## src/rtl/rwc_pkg.sv

```systemverilog
// Shared types and constants for the register-window controller.
// Latency: n/a (declarations only).
// Backpressure: n/a (declarations only).
package rwc_pkg;

    // Default geometry: eight windows addressed by a 3-bit CWP.
    localparam int RWC_NWIN  = 8;
    localparam int RWC_CWP_W = 3;

    // Controller states; the encoding is fixed so it can be observed in debug.
    typedef enum logic [1:0] {
        IDLE   = 2'd0,
        EVAL   = 2'd1,
        COMMIT = 2'd2,
        TRAP   = 2'd3
    } state_t;

    // Latched window operation.
    typedef enum logic {
        OP_SAVE    = 1'b0,
        OP_RESTORE = 1'b1
    } op_t;

    // Block select taken from wr_addr[4:3].
    localparam logic [1:0] BLK_LOCAL  = 2'b00;
    localparam logic [1:0] BLK_IN     = 2'b01;
    localparam logic [1:0] BLK_OUT    = 2'b10;
    localparam logic [1:0] BLK_GLOBAL = 2'b11;

    // Saturating 16-bit increment for the trap statistics counters.
    localparam logic [15:0] TRAP_CNT_MAX = 16'hFFFF;

    function automatic logic [15:0] sat_inc16(input logic [15:0] val);
        return (val == TRAP_CNT_MAX) ? val : val + 16'd1;
    endfunction

endpackage

```

## src/rtl/win_onehot_dec.sv

```systemverilog
// Binary window index to one-hot window select.
// Latency: purely combinational, zero cycles.
// Backpressure: none; output follows the input continuously.
module win_onehot_dec #(
    parameter int NWIN  = 8,
    parameter int CWP_W = 3
) (
    input  logic [CWP_W-1:0] sel,
    output logic [NWIN-1:0]  onehot
);

    // Exactly one bit set, at the position named by sel.
    always_comb begin
        onehot      = '0;
        onehot[sel] = 1'b1;
    end

endmodule

```

## src/rtl/reg_window_ctrl.sv

```systemverilog
// Register-window controller: CWP/WIM state, SAVE/RESTORE sequencing, window traps, RFE/BE decode.
// Latency: request sampled in IDLE -> done pulse 2 cycles later, new CWP visible the cycle after.
// Backpressure: busy high outside IDLE; requests and CSR writes seen while busy are dropped, not queued.
// Optional feature macro RWC_TRAP_CNT_EN adds saturating ovf_cnt/unf_cnt trap statistics outputs.
module reg_window_ctrl
    import rwc_pkg::*;
#(
    parameter int NWIN  = RWC_NWIN,
    parameter int CWP_W = RWC_CWP_W
) (
    input  logic             Clk,
    input  logic             Rst,
    input  logic             save_req,
    input  logic             restore_req,
    input  logic             trap_ack,
    input  logic             wim_we,
    input  logic [NWIN-1:0]  wim_in,
    input  logic             cwp_we,
    input  logic [CWP_W-1:0] cwp_in,
    input  logic [4:0]       wr_addr,
    output logic [CWP_W-1:0] cwp,
    output logic [NWIN-1:0]  wim,
    output logic [NWIN-1:0]  rfe,
    output logic             be3,
    output logic             be2,
    output logic             be1,
    output logic             busy,
    output logic             done,
    output logic             ovf_trap,
    output logic             unf_trap
`ifdef RWC_TRAP_CNT_EN
    ,
    output logic [15:0]      ovf_cnt,
    output logic [15:0]      unf_cnt
`endif
);

    state_t           state;
    state_t           state_nxt;
    op_t              op;
    logic [CWP_W-1:0] cwp_q;
    logic [NWIN-1:0]  wim_q;
    logic [CWP_W-1:0] tgt;
    logic             tgt_invalid;
    logic             in_idle;
    logic             any_req;
    logic [NWIN-1:0]  win_sel;
    logic [1:0]       blk;

    assign in_idle = (state == IDLE);
    assign any_req = save_req | restore_req;

    // Target window: CWP arithmetic wraps naturally because NWIN is 2**CWP_W.
    assign tgt         = (op == OP_SAVE) ? (cwp_q - CWP_W'(1)) : (cwp_q + CWP_W'(1));
    assign tgt_invalid = wim_q[tgt];

    // State register.
    always_ff @(posedge Clk) begin
        if (Rst) begin
            state <= IDLE;
        end else begin
            state <= state_nxt;
        end
    end

    // Next-state and Moore outputs; trap flags are a function of state and the latched op.
    always_comb begin
        state_nxt = state;
        busy      = 1'b1;
        done      = 1'b0;
        ovf_trap  = 1'b0;
        unf_trap  = 1'b0;
        case (state)
            IDLE: begin
                busy = 1'b0;
                if (any_req) begin
                    state_nxt = EVAL;
                end
            end
            EVAL: begin
                state_nxt = tgt_invalid ? TRAP : COMMIT;
            end
            COMMIT: begin
                done      = 1'b1;
                state_nxt = IDLE;
            end
            TRAP: begin
                ovf_trap = (op == OP_SAVE);
                unf_trap = (op == OP_RESTORE);
                if (trap_ack) begin
                    state_nxt = IDLE;
                end
            end
            default: begin
                state_nxt = IDLE;
            end
        endcase
    end

    // CWP, WIM and op latch; CSR writes land in IDLE so a same-cycle request sees them in EVAL.
    always_ff @(posedge Clk) begin
        if (Rst) begin
            cwp_q <= '0;
            wim_q <= '0;
            op    <= OP_SAVE;
        end else begin
            if (in_idle) begin
                if (wim_we) begin
                    wim_q <= wim_in;
                end
                if (cwp_we) begin
                    cwp_q <= cwp_in;
                end
                if (save_req) begin
                    op <= OP_SAVE;
                end else if (restore_req) begin
                    op <= OP_RESTORE;
                end
            end else if (state == COMMIT) begin
                cwp_q <= tgt;
            end
        end
    end

`ifdef RWC_TRAP_CNT_EN
    logic trap_entry;

    assign trap_entry = (state == EVAL) && tgt_invalid;

    // Trap statistics: count each entry into TRAP by kind, saturating at all-ones.
    always_ff @(posedge Clk) begin
        if (Rst) begin
            ovf_cnt <= '0;
            unf_cnt <= '0;
        end else if (trap_entry) begin
            if (op == OP_SAVE) begin
                ovf_cnt <= sat_inc16(ovf_cnt);
            end else begin
                unf_cnt <= sat_inc16(unf_cnt);
            end
        end
    end
`endif

    win_onehot_dec #(
        .NWIN  (NWIN),
        .CWP_W (CWP_W)
    ) u_win_dec (
        .sel    (cwp_q),
        .onehot (win_sel)
    );

    // Window enables are gated off during a window change so no write lands in a stale window.
    always_comb begin
        rfe = in_idle ? win_sel : '0;
    end

    // Block enables from the register address; globals select none of the window blocks.
    assign blk = wr_addr[4:3];

    always_comb begin
        be3 = (blk == BLK_LOCAL);
        be2 = (blk == BLK_IN);
        be1 = (blk == BLK_OUT);
    end

    assign cwp = cwp_q;
    assign wim = wim_q;

endmodule

```

## config.mk

```make
export PLATFORM = sky130hd
export DESIGN_NAME = reg_window_ctrl
export DESIGN_NICKNAME = d
export VERILOG_FILES = /design/src/rtl/rwc_pkg.sv /design/src/rtl/win_onehot_dec.sv /design/src/rtl/reg_window_ctrl.sv
export SDC_FILE = /design/constraint.sdc
export NUM_CORES = 1
export LEC_CHECK = 0
export CAP_MARGIN = 10
export CORE_MARGIN = 2
export CORE_UTILIZATION = 35
export DETAILED_ROUTE_END_ITERATION = 12
export PLACE_DENSITY = 0.78
export SYNTH_ARGS = -nofsm -noshare
export SYNTH_HDL_FRONTEND = slang
export SYNTH_SLANG_ARGS = --single-unit
```

## constraint.sdc

```tcl
create_clock -name Clk -period 2.32 [get_ports Clk]
set_clock_uncertainty 0.1 [all_clocks]
set_input_delay 0.464 -clock Clk [delete_from_list [all_inputs] [get_ports Clk]]
set_output_delay 0.464 -clock Clk [all_outputs]
set_load 0.03 [all_outputs]
```

==> flow_metrics.py, run 1 <==
metrics = {
    "timing": {
        "rsz0062_at_grt": "false",
        "worstMarginPinSlew_ns": 0.333,
        "maxSlewViolCount": 0,
        "period_share_pct": 93.3,
        "tns_ns": 0,
        "hold_viol_final": 0,
        "min_period_ns": 2.16,
        "setup_viol": 0,
        "fmax_mhz": 462,
        "fin_ws_ns": 0.155,
        "maxSlewHeadroom_pct": 77.7,
    },
    "global_routing": {
        "antenna_found_initial": 0,
        "grt_max_degree": 10,
        "grt_usage_pct": 17.3,
        "grt_first_pass_wirelength_um": 3460,
        "grt_pass1_vias": 802,
        "grt-ovfl-total": 0,
    },
    "yosys": {
        "synth_edf_count": 0,
        "synth.most_common_cell": "nor2_1",
        "synth_top_family_by_area": "simple AND/OR/NAND/NOR gates",
        "yosys.area_share.adder_pct": 2.60,
        "syn_area_per_cell_um2": 9.07,
        "async_flop_share_pct": 0,
        "synth_nets": 109,
        "synth_xor_xnor_area_share_pct": 2.92,
        "synth_flop_cell": "dfxtp_1",
        "yosys.area_share.simple_pct": 21.6,
        "syn_inst": 85,
        "synth_top_cell_by_area": "dfxtp_1",
        "synth_area_um2": 771,
        "muxShareOfSynthArea_pct": 19.8,
        "yosys.cell_types.count": 28,
        "seq_area_frac_synth_pct": 36.4,
        "synth_warnings": 0,
        "yosys-top-cells-count": "nor2_1, dfxtp_1, mux2i_1",
        "synth_compound_area_share_pct": 11.5,
        "ys_ff_latch": 14,
        "yosysTopAreaCellShare_pct": 36.4,
        "synth.top_cells.by_area": "dfxtp_1, mux2i_1, nor2_1, mux4_1, a21oi_1",
    },
    "detailed_routing": {
        "drt-wirelength-per-cell_um": 12.5,
        "vias_per_cell": 4.87,
        "drc": 0,
        "drtAntennaViolNets": 0,
        "firstDrtPassIters": 4,
        "drt_iter0_markers": 5,
        "vias": 789,
        "wirelength_um": 2030,
    },
    "clock_network": {
        "clkTransAtPathRegs_ns": 0.08,
        "holdBufCountCts": 0,
        "insertion_delay_ns": 0.28,
        "post_cts_buffers": 0,
        "clockRootBuffer": "clkbuf_4",
        "cts_buffer_depth": 2,
        "cts_sinks": 14,
        "cts_buffers": 3,
        "h-tree-depth": 1,
        "cts_tree": "yes",
    },
    "placed_design": {
        "port_buffers": 45,
        "gp_congestion": 0.800,
        "hpwl_um": 1630,
        "pre_cts_ws_ns": 0.0637,
    },
    "setup_path": {
        "reg2reg_slack_ns": 0.37,
        "r2r_cells": 5,
        "cp.required_ns": 1.76,
        "crit_arrival_ns": 1.60,
        "startpoint": "state[1]",
        "path_class": "register to output pin",
        "crit_family": "simple AND/OR/NAND/NOR gates",
        "critPathSlowestCell": "or3_1",
        "regToRegStartpoint": "cwp[0]",
        "rr_endpoint": "state[0]",
        "end_kind": "output pin",
        "crit_path_start_kind": "register",
        "worst-path-buf-inv": 1,
        "critPathMaxFanout": 7,
        "cp_cell_sequence": "or3_1, nor2_1, dlygate4sd2_1",
        "critical-path-max-stage-delay_ns": 0.42,
    },
    "floorplanning": {
        "start_util_pct": 38.1,
        "placementRows": 16,
        "die_h_um": 50.9,
        "die_area_um2": 2590,
        "die_x_um": 50.9,
        "ios": 49,
        "core-area_um2": 2020,
    },
    "min_path": {
        "min_path_type": "register to register",
        "holdPathStages": 2,
        "min_from": "wim[3]",
        "hold_end": "wim[3]",
    },
    "cells_and_area": {
        "layout-drive-gt1-share_pct": 9.63,
        "nNetsFinal": 160,
        "area_growth_syn_to_layout_pct": 69.8,
        "diodes": 0,
    },
    "power": {
        "leakage_uw": 0.000672,
        "powerDensity_nw_per_um2": 627,
        "max-vdd-ir-drop_uv": 358,
    },
    "status": {
        "status": "finished clean",
    },
    "flow_run": {
        "max_cap_viol_count": 0,
    },
}
[kinds of logic after synthesis]
family / Yosys count
xor gates and xnor gates: 1
muxes: 12
and+or+nand+nor: 36
AOI/OAI and AO/OA: 13
adders and majority gates: 1
DFF: 14
buffers and inverters: 8
[layout by cell type (no fill, tap or decap), drive strengths merged]
cell and count:
clkdlybuf4s50 30, nor2 19, dfxtp 14, mux2i 10, buf 8, dlymetal6s2s 7
nand2 5, a21oi 5, dlygate4sd2 5, clkbuf 5, inv 3, nor2b 3
nor3 2, mux4 2, nand2b 2, or3 1, and3 1, nor3b 1
or2b 1, nand3b 1, a21o 1, xnor3 1, o22a 1, o32ai 1
a22oi 1, o21bai 1, o21a 1, a211oi 1, a32oi 1, fa 1
[final cells by class]
type	count	area [um^2]
multi-input combinational	63	450
tap	27	33.8
inverter	3	11.3
clock buffer	4	36.3
sequential	14	280
fill	175	713
timing repair buffer	51	497
[state kept, by name, summed over array words and instances (netlist names)]
signal  cells
state       2
wim         8
cwp         3
op          1
[stage by stage]
stage	instances	util, %	power [uW]	cell area (um^2)	hold slack [ns]
2_1_floorplan	85	-	517	771	0.437
4_1_cts	162	64.0	834	1290	0.446
3_5_place_dp	158	62.6	666	1270	0.420
5_1_grt	162	64.7	878	1310	0.471
3_3_place_gp	158	62.6	657	1270	0.397
6_report	162	64.7	820	1310	0.434
[layer usage]
metal  routed length (um)  vias to the layer above  GRT usage [%]
li1                     -                      396              -
met1                  864                      351           20.0
met2                  962                       40           30.3
met3                  185                        2           3.51
met4                   14                        0           8.11
met5                    0                        -              0
[what timing repair did]
action	4_1_cts	5_1_grt
setup endpoints to repair	6	8
gates resized for setup	6	10
gates cloned	0	0
[worst max path at each step]
stage,depth (start not counted),end,slack [ns]
3_5_place_dp,3,be3,0.06
4_1_cts,3,unf_trap,0.003
2_1_floorplan,3,rfe[0],0.21
6_report,3,rfe[3],0.16
5_1_grt,3,rfe[3],0.05
3_3_place_gp,3,be3,0.1
[power breakdown]
part	total, uW	internal [uW]	switching (uW)
Sequential	294	265	28.7
Combinational	352	172	180
Clock	174	95.4	78.7
[worst min-delay path, stage by stage (launching register included)]
cell and delay (ns):
dfxtp_1 0.36, mux2i_1 0.08, nor2_1 0.07
Power figures use the tool's default switching activity.
==> inputs of run 2 (changes only) <==
--- a/config.mk
+++ b/config.mk
@@ -6,7 +6,6 @@
 export NUM_CORES = 1
 export LEC_CHECK = 0
 export CAP_MARGIN = 10
-export CORE_MARGIN = 2
 export CORE_UTILIZATION = 35
 export DETAILED_ROUTE_END_ITERATION = 12
 export PLACE_DENSITY = 0.78
==> run 2 against run 1 <==
Via count is 3.0% higher. Cell area down 0.57%. Global-route usage is 1.9 points higher. Largest cell class unchanged.
==> flow_metrics.py, run 2 (same netlist as run 1, synthesis figures left out) <==
metrics = {
    "clock_network": {
        "h-tree-depth": 1,
        "cts_buffer_depth": 2,
        "cts_buffers": 3,
        "insertion_delay_ns": 0.28,
        "clockRootBuffer": "clkbuf_4",
        "cts_sinks": 14,
        "clkTransAtPathRegs_ns": 0.09,
        "cts_tree": "yes",
    },
    "timing": {
        "maxSlewViolCount": 0,
        "fmax_mhz": 460,
        "holdWs_ns": 0.439,
        "worstMarginPinSlew_ns": 0.346,
        "hold_viol_final": 0,
        "maxSlewHeadroom_pct": 76.9,
        "period_share_pct": 93.8,
        "rsz0062_at_grt": "false",
        "fin_ws_ns": 0.144,
        "tns_ns": 0,
        "min_period_ns": 2.18,
        "setup_viol": 0,
    },
    "global_routing": {
        "grt_pass1_vias": 830,
        "grt_usage_pct": 19.2,
        "grt-ovfl-total": 0,
        "grt_max_degree": 10,
        "antenna_found_initial": 0,
        "grt_first_pass_wirelength_um": 3590,
    },
    "setup_path": {
        "critPathMaxFanout": 7,
        "critical-path-max-stage-delay_ns": 0.43,
        "crit_end": "rfe[2]",
        "cp.required_ns": 1.76,
        "end_kind": "output pin",
        "regToRegStartpoint": "cwp[0]",
        "rr_endpoint": "state[0]",
        "crit_arrival_ns": 1.61,
        "r2r_cells": 5,
        "crit_path_start_kind": "register",
        "reg2reg_slack_ns": 0.25,
        "path_class": "register to output pin",
        "startpoint": "state[1]",
        "critPathSlowestCell": "or3_1",
        "cp_cell_sequence": "or3_1, nor2_1, dlygate4sd2_1",
    },
    "cells_and_area": {
        "layout-drive-gt1-share_pct": 8.96,
        "layout_commonest_cell": "clkdlybuf4s50_1",
        "area_growth_syn_to_layout_pct": 68.8,
        "diodes": 0,
        "final_cell_mix": "clkdlybuf4s50_1, nor2_1, dfxtp_1",
        "nNetsFinal": 159,
        "stdcell_area_um2": 1300,
        "final_util_pct": 64.4,
        "largest_register_ffs": 8,
    },
    "power": {
        "switchingPower_uw": 289,
        "leakage_uw": 0.000667,
        "powerDensity_nw_per_um2": 629,
        "max-vdd-ir-drop_uv": 386,
        "clockPowerShare_pct": 21.1,
        "p_int_uw": 530,
        "switching_share_pct": 35.3,
        "combPwrFrac_pct": 42.7,
        "seq_power_share_pct": 36.2,
    },
    "placed_design": {
        "placed_cell_area_um2": 1260,
        "hpwl_um": 1640,
        "port_buffers": 45,
        "pre_cts_ws_ns": 0.0877,
        "gp_congestion": 0.814,
    },
    "floorplanning": {
        "ios": 49,
        "die_h_um": 48.9,
        "core-area_um2": 2020,
        "start_util_pct": 38.1,
        "placementRows": 16,
        "die_area_um2": 2390,
        "die_x_um": 48.9,
    },
    "min_path": {
        "min_path_type": "register to register",
        "min_from": "wim[2]",
        "holdPathStages": 2,
    },
    "detailed_routing": {
        "firstDrtPassIters": 4,
        "drt-wirelength-per-cell_um": 12.6,
        "wirelength_um": 2030,
        "drt_iter0_markers": 11,
        "vias": 813,
        "drtAntennaViolNets": 0,
        "vias_per_cell": 5.05,
        "drc": 0,
    },
    "flow_run": {
        "max_cap_viol_count": 0,
    },
    "status": {
        "status": "finished clean",
    },
}
run 2: critical path: cells and delay by family, from the launching register on:
kind | cells | cell delay (ns)
buffers and inverters | 1 | 0.41
flip-flops | 1 | 0.38
AND/OR/NAND/NOR | 2 | 0.54
run 2: layout make-up:
type	count	area, um^2
Fill cell	174	721
Clock buffer	4	36.3
Timing Repair Buffer	50	489
Sequential cell	14	280
Multi-Input combinational cell	63	450
Inverter	3	11.3
Tap cell	27	33.8
run 2: routing by layer:
metal / vias to the layer above / GRT usage [%] / share of wire, %
li1: 390 / - / -
met1: 376 / 21.3 / 41
met2: 45 / 34.5 / 50
met3: 2 / 4.67 / 8.4
met4: 0 / 8.33 / 1.0
met5: - / 0 / 0
run 2: power by group through the flow:
stage               Combinational, uW  Clock, uW  Sequential [uW]
floorplan                         193          0              324
global placement                  354          0              299
detailed placement                363          0              301
CTS                               355        181              296
global route                      376        196              301
finish                            349        173              296
run 2: repair_timing:
action	CTS	global route
pin swaps	0	0
setup buffers	0	0
hold buffers	0	0
gates resized for setup	6	10
setup endpoints to repair	6	8
run 2: worst min-delay path by stage:
stage,end,slack (ns)
global route,wim[1],0.48
floorplan,op,0.44
CTS,wim[2],0.44
finish,wim[2],0.44
global placement,wim[7],0.40
detailed placement,wim[2],0.41
run 2: per-stage QoR:
stage	power [uW]	cells
global placement	654	157
global route	873	161
CTS	832	161
finish	818	161
detailed placement	664	157
floorplan	517	85
==> inputs of run 3 (changes only) <==
--- a/config.mk
+++ b/config.mk
@@ -5,7 +5,7 @@
 export SDC_FILE = /design/constraint.sdc
 export NUM_CORES = 1
 export LEC_CHECK = 0
-export CAP_MARGIN = 10
+export CAP_MARGIN = 20
 export CORE_UTILIZATION = 35
 export DETAILED_ROUTE_END_ITERATION = 12
 export PLACE_DENSITY = 0.78
==> results of run 3 <==
The final DEF is identical to that of run 2; final timing and power are the same.
